<file path="src/rtl/snake_game_pkg.sv">
// Shared types, defaults and helpers for the two-snake game sequencer.
package snake_game_pkg;

    typedef enum logic [1:0] {
        ST_IDLE  = 2'd0,
        ST_PLAY  = 2'd1,
        ST_PAUSE = 2'd2,
        ST_OVER  = 2'd3
    } game_state_t;

    typedef enum logic [1:0] {
        CAUSE_NONE = 2'd0,
        CAUSE_WALL = 2'd1,
        CAUSE_HEAD = 2'd2
    } over_cause_t;

    // USB HID usage codes: space starts/restarts, 'P' toggles pause.
    localparam logic [7:0] KEY_START_DEF = 8'h2C;
    localparam logic [7:0] KEY_PAUSE_DEF = 8'h13;

    // Visible screen area in pixels.
    localparam int unsigned SCR_W_DEF = 640;
    localparam int unsigned SCR_H_DEF = 480;

    // Largest four-digit BCD value; the score sticks here.
    localparam logic [15:0] BCD_MAX = 16'h9999;

    // Absolute difference of two 10-bit coordinates, widened to 11 bits so
    // it compares directly against a doubled head size.
    function automatic logic [10:0] abs_diff11(input logic [9:0] a, input logic [9:0] b);
        logic [10:0] ea;
        logic [10:0] eb;
        ea = {1'b0, a};
        eb = {1'b0, b};
        return (ea >= eb) ? (ea - eb) : (eb - ea);
    endfunction

endpackage

</file>
<file path="src/rtl/snake_game_ctrl_bcd_counter4.sv">
// Four-digit BCD up-counter with synchronous clear and saturation at 9999.
module bcd_counter4
    import snake_game_pkg::*;
(
    input  logic        Clk,
    input  logic        Reset_n,
    input  logic        inc_i,
    input  logic        clr_i,
    output logic [15:0] bcd_o
);

    logic [15:0] bcd_q;
    logic [15:0] bcd_d;
    logic        carry;

    // Next count: clear wins, otherwise ripple +1 through the digits unless saturated.
    always_comb begin
        // NOTE: every signal driven here gets a default first so no latch is inferred.
        bcd_d = bcd_q;
        carry = 1'b0;
        if (clr_i) begin
            bcd_d = '0;
        end else if (inc_i && (bcd_q != BCD_MAX)) begin
            carry = 1'b1;
            for (int i = 0; i < 4; i++) begin
                if (carry) begin
                    if (bcd_q[4*i +: 4] == 4'd9) begin
                        bcd_d[4*i +: 4] = 4'd0;
                    end else begin
                        bcd_d[4*i +: 4] = bcd_q[4*i +: 4] + 4'd1;
                        carry           = 1'b0;
                    end
                end
            end
        end
    end

    // Count register.
    always_ff @(posedge Clk or negedge Reset_n) begin
        // NOTE: state registers use non-blocking assignments so every flop samples pre-edge values.
        if (!Reset_n) begin
            bcd_q <= '0;
        end else begin
            bcd_q <= bcd_d;
        end
    end

    assign bcd_o = bcd_q;

endmodule

</file>
<file path="src/rtl/snake_game_ctrl.sv">
// Game sequencer: frame/step strobes from vsync, IDLE/PLAY/PAUSE/OVER flow
// from keyboard presses, wall/head collision detection and BCD scoring.
module snake_game_ctrl
    import snake_game_pkg::*;
#(
    parameter int unsigned STEP_FRAMES = 4,
    parameter int unsigned OVER_FRAMES = 60,
    parameter logic [7:0]  KEY_START   = KEY_START_DEF,
    parameter logic [7:0]  KEY_PAUSE   = KEY_PAUSE_DEF,
    parameter int unsigned SCR_W       = SCR_W_DEF,
    parameter int unsigned SCR_H       = SCR_H_DEF
) (
    input  logic        Clk,
    input  logic        Reset_n,
    input  logic        vs,
    input  logic [15:0] keycode,
    input  logic [9:0]  s1_x,
    input  logic [9:0]  s1_y,
    input  logic [9:0]  s2_x,
    input  logic [9:0]  s2_y,
    input  logic [9:0]  s_size,
    output logic [1:0]  game_state,
    output logic        snake_run,
    output logic        snake_clr,
    output logic        frame_tick,
    output logic        step_strobe,
    output logic [1:0]  over_cause,
    output logic [15:0] score_bcd,
    output logic [15:0] hi_bcd
);

    localparam logic [3:0]          STEP_LAST = 4'(STEP_FRAMES - 1);
    localparam int unsigned         OVER_W    = $clog2(OVER_FRAMES + 1);
    localparam logic [OVER_W-1:0]   OVER_MAX  = OVER_W'(OVER_FRAMES);
    localparam logic [10:0]         X_LIMIT   = 11'(SCR_W - 1);
    localparam logic [10:0]         Y_LIMIT   = 11'(SCR_H - 1);

    // vsync synchroniser and edge detector
    logic vs_meta_q;
    logic vs_sync_q;
    logic vs_prev_q;
    logic frame_tick_q;

    // key held flags
    logic start_held_q;
    logic pause_held_q;
    logic start_present;
    logic pause_present;
    logic start_press;
    logic pause_press;

    // dividers
    logic [3:0]        step_cnt_q;
    logic [3:0]        step_cnt_d;
    logic              step_strobe_q;
    logic              step_strobe_d;
    logic [OVER_W-1:0] over_cnt_q;
    logic [OVER_W-1:0] over_cnt_d;

    // FSM and registered outputs
    game_state_t state_q;
    game_state_t state_d;
    logic        snake_run_q;
    logic        snake_run_d;
    logic        snake_clr_q;
    logic        snake_clr_d;
    over_cause_t cause_q;
    over_cause_t cause_d;
    logic [15:0] hi_q;
    logic [15:0] hi_d;
    logic        score_clr;

    // collision terms
    logic [10:0] size11;
    logic [10:0] size2x;
    logic        wall_hit;
    logic        head_hit;
    logic [15:0] score_q;

    // Two-flop vsync synchroniser followed by a registered falling-edge strobe.
    always_ff @(posedge Clk or negedge Reset_n) begin
        if (!Reset_n) begin
            vs_meta_q    <= 1'b1;
            vs_sync_q    <= 1'b1;
            vs_prev_q    <= 1'b1;
            frame_tick_q <= 1'b0;
        end else begin
            vs_meta_q    <= vs;
            vs_sync_q    <= vs_meta_q;
            vs_prev_q    <= vs_sync_q;
            frame_tick_q <= vs_prev_q & ~vs_sync_q;
        end
    end

    // A key counts as present when either HID slot carries its code.
    assign start_present = (keycode[7:0] == KEY_START) || (keycode[15:8] == KEY_START);
    assign pause_present = (keycode[7:0] == KEY_PAUSE) || (keycode[15:8] == KEY_PAUSE);
    assign start_press   = start_present & ~start_held_q;
    assign pause_press   = pause_present & ~pause_held_q;

    // Held flags, so a key kept down yields one press only.
    always_ff @(posedge Clk or negedge Reset_n) begin
        if (!Reset_n) begin
            start_held_q <= 1'b0;
            pause_held_q <= 1'b0;
        end else begin
            start_held_q <= start_present;
            pause_held_q <= pause_present;
        end
    end

    // Wall and head-to-head tests on 11-bit sums so nothing wraps.
    always_comb begin
        size11   = {1'b0, s_size};
        size2x   = {s_size, 1'b0};
        wall_hit = ({1'b0, s1_x} < size11) || (({1'b0, s1_x} + size11) > X_LIMIT) ||
                   ({1'b0, s1_y} < size11) || (({1'b0, s1_y} + size11) > Y_LIMIT) ||
                   ({1'b0, s2_x} < size11) || (({1'b0, s2_x} + size11) > X_LIMIT) ||
                   ({1'b0, s2_y} < size11) || (({1'b0, s2_y} + size11) > Y_LIMIT);
        head_hit = (abs_diff11(s1_x, s2_x) < size2x) && (abs_diff11(s1_y, s2_y) < size2x);
    end

    // Step divider: counts frames in PLAY, frozen in PAUSE, cleared elsewhere.
    always_comb begin
        step_cnt_d    = step_cnt_q;
        step_strobe_d = 1'b0;
        case (state_q)
            ST_PLAY: begin
                if (frame_tick_q) begin
                    if (step_cnt_q == STEP_LAST) begin
                        step_strobe_d = 1'b1;
                        step_cnt_d    = '0;
                    end else begin
                        step_cnt_d = step_cnt_q + 4'd1;
                    end
                end
            end
            ST_PAUSE: step_cnt_d = step_cnt_q;
            default:  step_cnt_d = '0;
        endcase
    end

    // OVER dwell counter: counts frames while in OVER and sticks at the limit.
    always_comb begin
        over_cnt_d = '0;
        if (state_q == ST_OVER) begin
            over_cnt_d = over_cnt_q;
            if (frame_tick_q && (over_cnt_q != OVER_MAX)) begin
                over_cnt_d = over_cnt_q + 1'b1;
            end
        end
    end

    // Divider registers.
    always_ff @(posedge Clk or negedge Reset_n) begin
        if (!Reset_n) begin
            step_cnt_q    <= '0;
            step_strobe_q <= 1'b0;
            over_cnt_q    <= '0;
        end else begin
            step_cnt_q    <= step_cnt_d;
            step_strobe_q <= step_strobe_d;
            over_cnt_q    <= over_cnt_d;
        end
    end

    // Game flow: next state plus the outputs that change on transitions.
    always_comb begin
        state_d     = state_q;
        snake_clr_d = 1'b0;
        cause_d     = cause_q;
        hi_d        = hi_q;
        score_clr   = 1'b0;
        case (state_q)
            ST_IDLE: begin
                if (start_press) begin
                    state_d     = ST_PLAY;
                    snake_clr_d = 1'b1;
                    cause_d     = CAUSE_NONE;
                    score_clr   = 1'b1;
                end
            end
            ST_PLAY: begin
                // A collision on this frame ends the game even if pause was pressed.
                if (frame_tick_q && (wall_hit || head_hit)) begin
                    state_d = ST_OVER;
                    cause_d = wall_hit ? CAUSE_WALL : CAUSE_HEAD;
                    if (score_q > hi_q) begin
                        hi_d = score_q;
                    end
                end else if (pause_press) begin
                    state_d = ST_PAUSE;
                end
            end
            ST_PAUSE: begin
                if (pause_press) begin
                    state_d = ST_PLAY;
                end
            end
            ST_OVER: begin
                // Early start presses are swallowed by the held flag.
                if (start_press && (over_cnt_q == OVER_MAX)) begin
                    state_d = ST_IDLE;
                end
            end
            default: state_d = ST_IDLE;
        endcase
        snake_run_d = (state_d == ST_PLAY);
    end

    // FSM state and registered outputs.
    always_ff @(posedge Clk or negedge Reset_n) begin
        if (!Reset_n) begin
            state_q     <= ST_IDLE;
            snake_run_q <= 1'b0;
            snake_clr_q <= 1'b0;
            cause_q     <= CAUSE_NONE;
            hi_q        <= '0;
        end else begin
            state_q     <= state_d;
            snake_run_q <= snake_run_d;
            snake_clr_q <= snake_clr_d;
            cause_q     <= cause_d;
            hi_q        <= hi_d;
        end
    end

    bcd_counter4 u_score (
        .Clk     (Clk),
        .Reset_n (Reset_n),
        .inc_i   (step_strobe_q),
        .clr_i   (score_clr),
        .bcd_o   (score_q)
    );

    assign game_state  = state_q;
    assign snake_run   = snake_run_q;
    assign snake_clr   = snake_clr_q;
    assign frame_tick  = frame_tick_q;
    assign step_strobe = step_strobe_q;
    assign over_cause  = cause_q;
    assign score_bcd   = score_q;
    assign hi_bcd      = hi_q;

endmodule

</file>
<file path="config.mk">
export PLATFORM = sky130hd
export DESIGN_NAME = snake_game_ctrl
export DESIGN_NICKNAME = d
export VERILOG_FILES = /design/src/rtl/snake_game_pkg.sv /design/src/rtl/snake_game_ctrl_bcd_counter4.sv /design/src/rtl/snake_game_ctrl.sv
export SDC_FILE = /design/constraint.sdc
export NUM_CORES = 1
export LEC_CHECK = 0
export CAP_MARGIN = 25
export CORE_ASPECT_RATIO = 1.5
export CORE_UTILIZATION = 60
export CTS_CLUSTER_SIZE = 24
export DETAILED_ROUTE_END_ITERATION = 6
export DONT_BUFFER_PORTS = 1
export PLACE_DENSITY = 0.87
export SYNTH_ARGS = -nofsm -noshare
export SYNTH_HDL_FRONTEND = slang
export SYNTH_SLANG_ARGS = --single-unit
</file>
<file path="constraint.sdc">
create_clock -name Clk -period 2.62 [get_ports Clk]
set_input_delay 0.393 -clock Clk [delete_from_list [all_inputs] [get_ports Clk]]
set_output_delay 0.393 -clock Clk [all_outputs]
set_load 0.005 [all_outputs]
</file>
=== After elaboration in Yosys (flattened, before gate mapping) ===
Index checks and enable logic that the tools add are counted.
Widths: inputs -> output; s select.

* $add $sub $neg: 14
* $mul: 0
* Divide/modulo/power cells: 0
* Magnitude comparators: 13
* Eq/ne operators: 20
* Shift operators: 0
* Muxes and demuxes: 42
* Bitwise operators: 7
* Reduce and logical (&&, ||, !) cells: 27

{| class="wikitable"
|+ Operators by type and width
! operator !! count
|-
| $add 10x10->11 || 4
|-
| $sub 10x10->11 || 4
|-
| $lt 10x10->1 || 4
|-
| $mux 4 || 9
|-
| $mux 16 || 2
|-
| $gt 11x10->1 const B || 2
|-
| $gt 11x9->1 const B || 2
|-
| $lt 11x11->1 || 2
|-
| $mux 11 || 2
|-
| $add 4x1->4 const B || 5
|-
| $ge 10x10->1 || 2
|-
| $eq 4x4->1 const B || 4
|-
| $eq 8x5->1 const B || 2
|-
| $eq 8x6->1 const B || 2
|-
| $gt 16x16->1 || 1
|-
| $mux 1 || 16
|-
| $mux 2 || 8
|-
| $ne 16x16->1 const B || 1
|-
| $mux 6 || 2
|-
| $logic_or 1x1->1 || 10
|-
| $reduce_bool 2->1 || 5
|-
| $pmux 2 s4 || 1
|-
| $pmux 4 s2 || 1
|-
| $reduce_and 2->1 || 4
|-
| 14 further kinds || 28
|}

* Register bits: 55
* Latch bits: 0
* RAM bits: 0
* ROM bits: 0
* Input port bits: 69
* Output and inout bits: 40
* Logic and storage cells: 141
* Memories kept: 0

=== Longest topological paths before layout ===
* Depth in word-level cells: 15
* Mapped depth: 25
* Depth with buffers taken out: 21

=== Modules after synthesis ===
From an unflattened synthesis, not the netlist that was laid out.

* Cells, all modules: 881
* Area, all modules: 7657.3 um^2

{| class="wikitable"
|+ By module, submodules not included
! module !! times used !! cells an instance !! area an instance (um^2) !! seq. area each (um^2)
|-
| snake_game_ctrl || 1 || 771 || 6581.3 || 979.7
|-
| bcd_counter4 || 1 || 110 || 1076.0 || 400.4
|}

=== Least setup slack after synthesis ===
OpenSTA, ideal clock, no wires.

* Path kind: input -> register
* Start: input port s1_y[8]
* End: register hi_q[7], in the netlist hi_bcd[7]
* Setup time: 0.126 ns
* Data arrival time: 4.772 ns
* Data required time: 2.494 ns
* Setup slack: -2.278 ns
* Cell stages on the path: 22
* Path buffers: 3
* Cells stage by stage: inv_1 > ha_1 > buf_6 > a21o_1 > or3_1 > o22ai_4 > mux2_2 > a221o_1 > a31oi_1 > o21ai_1 > xor2_1 > ha_1 > nand4_1 > nor2_1 > a22oi_1 > nand4_1 > nor4_1 > o211ai_2 > and3_1 > buf_2 > buf_6 > a221o_1

* Word-level cells in the longest chain between the ends: 10
* Elaborated cells on any way between the ends: 18
* Those cells by class: add/sub: 3; order compare: 4; mux: 1; reduce/logical: 10

{| class="wikitable"
|+ RTL lines
! element !! RTL line !! text
|-
| start, declared || snake_game_ctrl.sv:18 || <nowiki>input logic [9:0] s1_y,</nowiki>
|-
| $add 10x10->11 / $lt 10x10->1 (equally long branches) || snake_game_ctrl.sv:117 || <nowiki>({1'b0, s1_y} < size11) || (({1'b0, s1_y} + size11) > Y_LIMIT) ||</nowiki>
|-
| $gt 11x9->1 / $logic_or 1x1->1 (equally long branches) || snake_game_ctrl.sv:117, snake_game_ctrl.sv:116 ||
|-
| $logic_or 1x1->1 (2 in a row) || snake_game_ctrl.sv:117 ||
|-
| $logic_or 1x1->1 (2 in a row) || snake_game_ctrl.sv:118 || <nowiki>({1'b0, s2_x} < size11) || (({1'b0, s2_x} + size11) > X_LIMIT) ||</nowiki>
|-
| $logic_or 1x1->1 || snake_game_ctrl.sv:119 || <nowiki>({1'b0, s2_y} < size11) || (({1'b0, s2_y} + size11) > Y_LIMIT);</nowiki>
|-
| $logic_or 1x1->1 * || snake_game_ctrl.sv:185 || <nowiki>if (frame_tick_q && (wall_hit || head_hit)) begin</nowiki>
|-
| $logic_and 1x1->1 * || snake_game_ctrl.sv:185 ||
|-
| $reduce_and 3->1 (no line) * || - ||
|-
| end signal, assigned || snake_game_ctrl.sv:224 || <nowiki>hi_q <= hi_d;</nowiki>
|-
| end, declared || snake_game_ctrl.sv:69 || <nowiki>logic [15:0] hi_q;</nowiki>
|}

Every way passes the cells marked *; elsewhere a longest branch is shown, timed or not.
A chain may end at the register's enable or synchronous reset.

=== Worst setup path in the final report ===
* Start: input port s1_y[2]
* End: register hi_q[13], in the netlist hi_bcd[13]

Same word-level chain as after synthesis.

==> flow_summary_export.csv <==
group,metric,value,unit
logic_synthesis,synth_ff_type,"dfrtp_1",
place,place_congestion,0.972,
pwr,power_density,455,mW/mm^2
clocking,cts_root_buf,"clkbuf_16",
status,status,"finished with violations",
global_routing,grt_pass1_wl,36.3,mm
sta,hold_viol_final,0,
clocking,clk_pin_slew,70,ps
sta,finalCriticalPeriod,4710,ps
critical_path,required,2850,ps
logic_synthesis,ys_ff_latch,55,
status,failed_checks,"setup timing",
floorplan,die_h,140,um
floorplan,die_x,93.9,um
sta,rsz0062_at_grt,"true",
finish,diodes,0,
pwr,p_leak,4.57,nW
logic_synthesis,synth_top_area_cell,"ha_1",
logic_synthesis,synth_edf_count,0,
drt,vias,7656,
sta,fmax,212,MHz
clocking,clockBufferDepth,2,
logic_synthesis,synth_commonest_cells,"ha_1 (157), inv_1 (101), nor2_1 (69)",
floorplan,core,0.0124,mm^2
sta,slew_violations,0,
pwr,ir_drop,0.344,mV
logic_synthesis,synth.most_common_cell,"ha_1",
logic_synthesis,syn-num-nets,1131,
drt,final_antenna_net_count,0,
finish,area_growth,25.7,%
logic_synthesis,syn_area,0.00760,mm^2
floorplan,dieArea,0.0131,mm^2
critical_path,cp-start-kind,"input pin",
finish,drive_gt1_frac,0.242,
sta,setup_tns,-41340,ps
logic_synthesis,synth_top_area_frac,0.258,
sta,setup_ws,-2090,ps
clocking,numCtsBuffers,5,
global_routing,track_usage,0.348,
place,dp.cells,1189,
sta,clock_skew,4.00,ps
place,hpwl,17.8,mm
critical_path,worst-path-max-fanout,8,
logic_synthesis,syn_inst,897,
logic_synthesis,async_flop_share,1.00,
pwr,power,4.35,mW
global_routing,grt_start_max_net_pins,56,
floorplan,rows,50,
drt,wire_per_inst,19.5,um
drt,routed_wl,23.6,mm
finish,final_cells,1209,
drt,drc,0,
logic_synthesis,ys_seq_area_frac,0.181,
sta,worst_pin_slew,762,ps
logic_synthesis,yosysWarnings,0,
clocking,clkSinkCount,55,
sta,relSlewSlack,0.488,
clocking,clk_latency,300,ps
clocking,cts_max_level,2,
drt,dr.first_iter.drc_count,313,
clocking,cts_tree,"yes",
finish,nets,1286,
critical_path,crit_type,"input pin to register",
floorplan,io_pins,109,
place,port_buffers,0,
hold_path,hp-class,"input pin to register",
critical_path,worstPathArrival,4940,ps
finish,fillerInstances,798,
job,max-cap-violations,0,
sta,setup_violations,21,
logic_synthesis,ys_types,75,
global_routing,first_global_vias,7896,
drt,via_per_inst,6.33,
floorplan,start_util,0.611,
drt,dr.pass1.iters,6,
logic_synthesis,avgSynthCellArea,8.48,um^2
critical_path,end_kind,"register",
logic_synthesis,synth_area_leaders,"ha_1 (26%), dfrtp_1 (17%), inv_1 (5.0%), a21oi_1 (3.9%), nor2_1 (3.4%)",
global_routing,grt_antenna_before_repair,0,
sta,period_share,1.80,
global_routing,grt.overflow.total,0,
-- power breakdown --
| group | switching [mW] | internal, mW |
|---|---|---|
| registers | 0.234 | 1.02 |
| logic | 1.23 | 1.19 |
| clock network | 0.298 | 0.380 |
| total | 1.76 | 2.59 |
-- kinds of logic after synthesis --
| logic type | after synthesis | share of synthesized area |
|---|---|---|
| AO/OA/AOI/OAI | 244 | 0.229 |
| adder cells (fa/ha/maj) | 165 | 0.279 |
| multiplexers | 14 | 0.0194 |
| AND/OR/NAND/NOR | 259 | 0.181 |
| flip-flops | 55 | 0.181 |
| buffers and inverters | 120 | 0.0628 |
| XOR/XNOR | 40 | 0.0461 |
-- path summary, 6_finish.rpt --
path | from | endpoint | slack (ps) | cells after the start
worst max-delay path | s1_y[2] | hi_bcd[13] | -2090 | 24
worst min-delay path | vs | vs_meta_q | 90 | 0
worst max register to register | u_score.bcd_o[1] | hi_bcd[13] | -150 | 12
worst min register to register | vs_meta_q | vs_sync_q | 360 | 0
max in group asynchronous | Reset_n | vs_sync_q | 1730 | 2
min in group asynchronous | Reset_n | frame_tick | 610 | 2
-- repair_timing --
action / in CTS / in global routing
endpoints found under the hold margin: 55 / 0
hold buffers: 2 / 0
buffers inserted: 6 / 4
pin swaps: 19 / 36
gates resized for setup: 22 / 33
cloned: 0 / 3
setup endpoints to repair: 21 / 23
-- layout by cell type, fill, tap and decap left out, types with 7 or more instances in the layout --
cell type	instances
a21oi_2	10
nor2_1	67
o21ai_0	29
a211oi_1	9
ha_4	12
nand4_1	18
nor2b_1	28
xnor2_1	21
xor2_1	19
nand3_1	11
nand2b_1	13
inv_1	94
nor3b_1	7
nor3_1	17
nand2_1	43
ha_1	143
a21o_1	21
buf_4	158
o21a_1	28
a21oi_1	50
fa_1	8
o21ai_1	8
a221o_1	20
dfrtp_1	52
nor4_1	9
-- area by class of cell --
cell class                      instances  area, um^2  area share
Clock buffer                            7         143      0.0149
Clock inverter                          1        5.00    0.000524
Inverter                              101         408      0.0427
Multi-Input combinational cell        724        6120       0.641
Sequential cell                        55        1380       0.144
Tap cell                              156         195      0.0204
Timing Repair Buffer                  165        1300       0.136
-- flip-flops by register name, indices dropped and copies added, names as in the netlist --
register and count:
hi_bcd 16, u_score.bcd_o 16, over_cnt_q 6, step_cnt_q 4, game_state 2, over_cause 2, frame_tick 1, pause_held_q 1
snake_clr 1, snake_run 1, start_held_q 1, step_strobe 1, vs_meta_q 1, vs_prev_q 1, vs_sync_q 1
-- routing by layer --
metal	share of wire	up-vias	GRT usage
met2	0.53	330	0.668
li1	-	3535	-
met3	0.061	134	0.0699
met1	0.33	3657	0.316
met5	0	-	0
met4	0.073	0	0.235
-- metrics by stage --
stage          area, um^2  setup slack (ps)   util  hold slack [ps]
6_report             9560             -2090  0.768             88.6
5_1_grt              9560             -2250  0.768             75.3
4_1_cts              9380             -1730  0.753             84.6
3_5_place_dp         9050             -2380  0.727             98.4
3_3_place_gp         9050             -2190  0.727             98.4
2_1_floorplan        7780             -2030      -             97.4
-- worst max-delay path: stages --
cell and delay, ps:
inv_8 10, ha_4 230, o211a_1 260, o31ai_4 70
a21oi_2 100, o21ba_4 230, o22ai_4 200, mux2_4 330
a221o_1 330, a31oi_2 190, o21ai_2 90, xor2_1 250
ha_1 310, nand4_1 180, nor2_2 80, buf_4 140
nand2_2 50, a21oi_2 50, nor4_2 310, o211ai_2 170
buf_4 180, a211oi_4 380, clkbuf_16 230, a221o_1 160
Note: power is estimated with default switching activity, not from simulation.
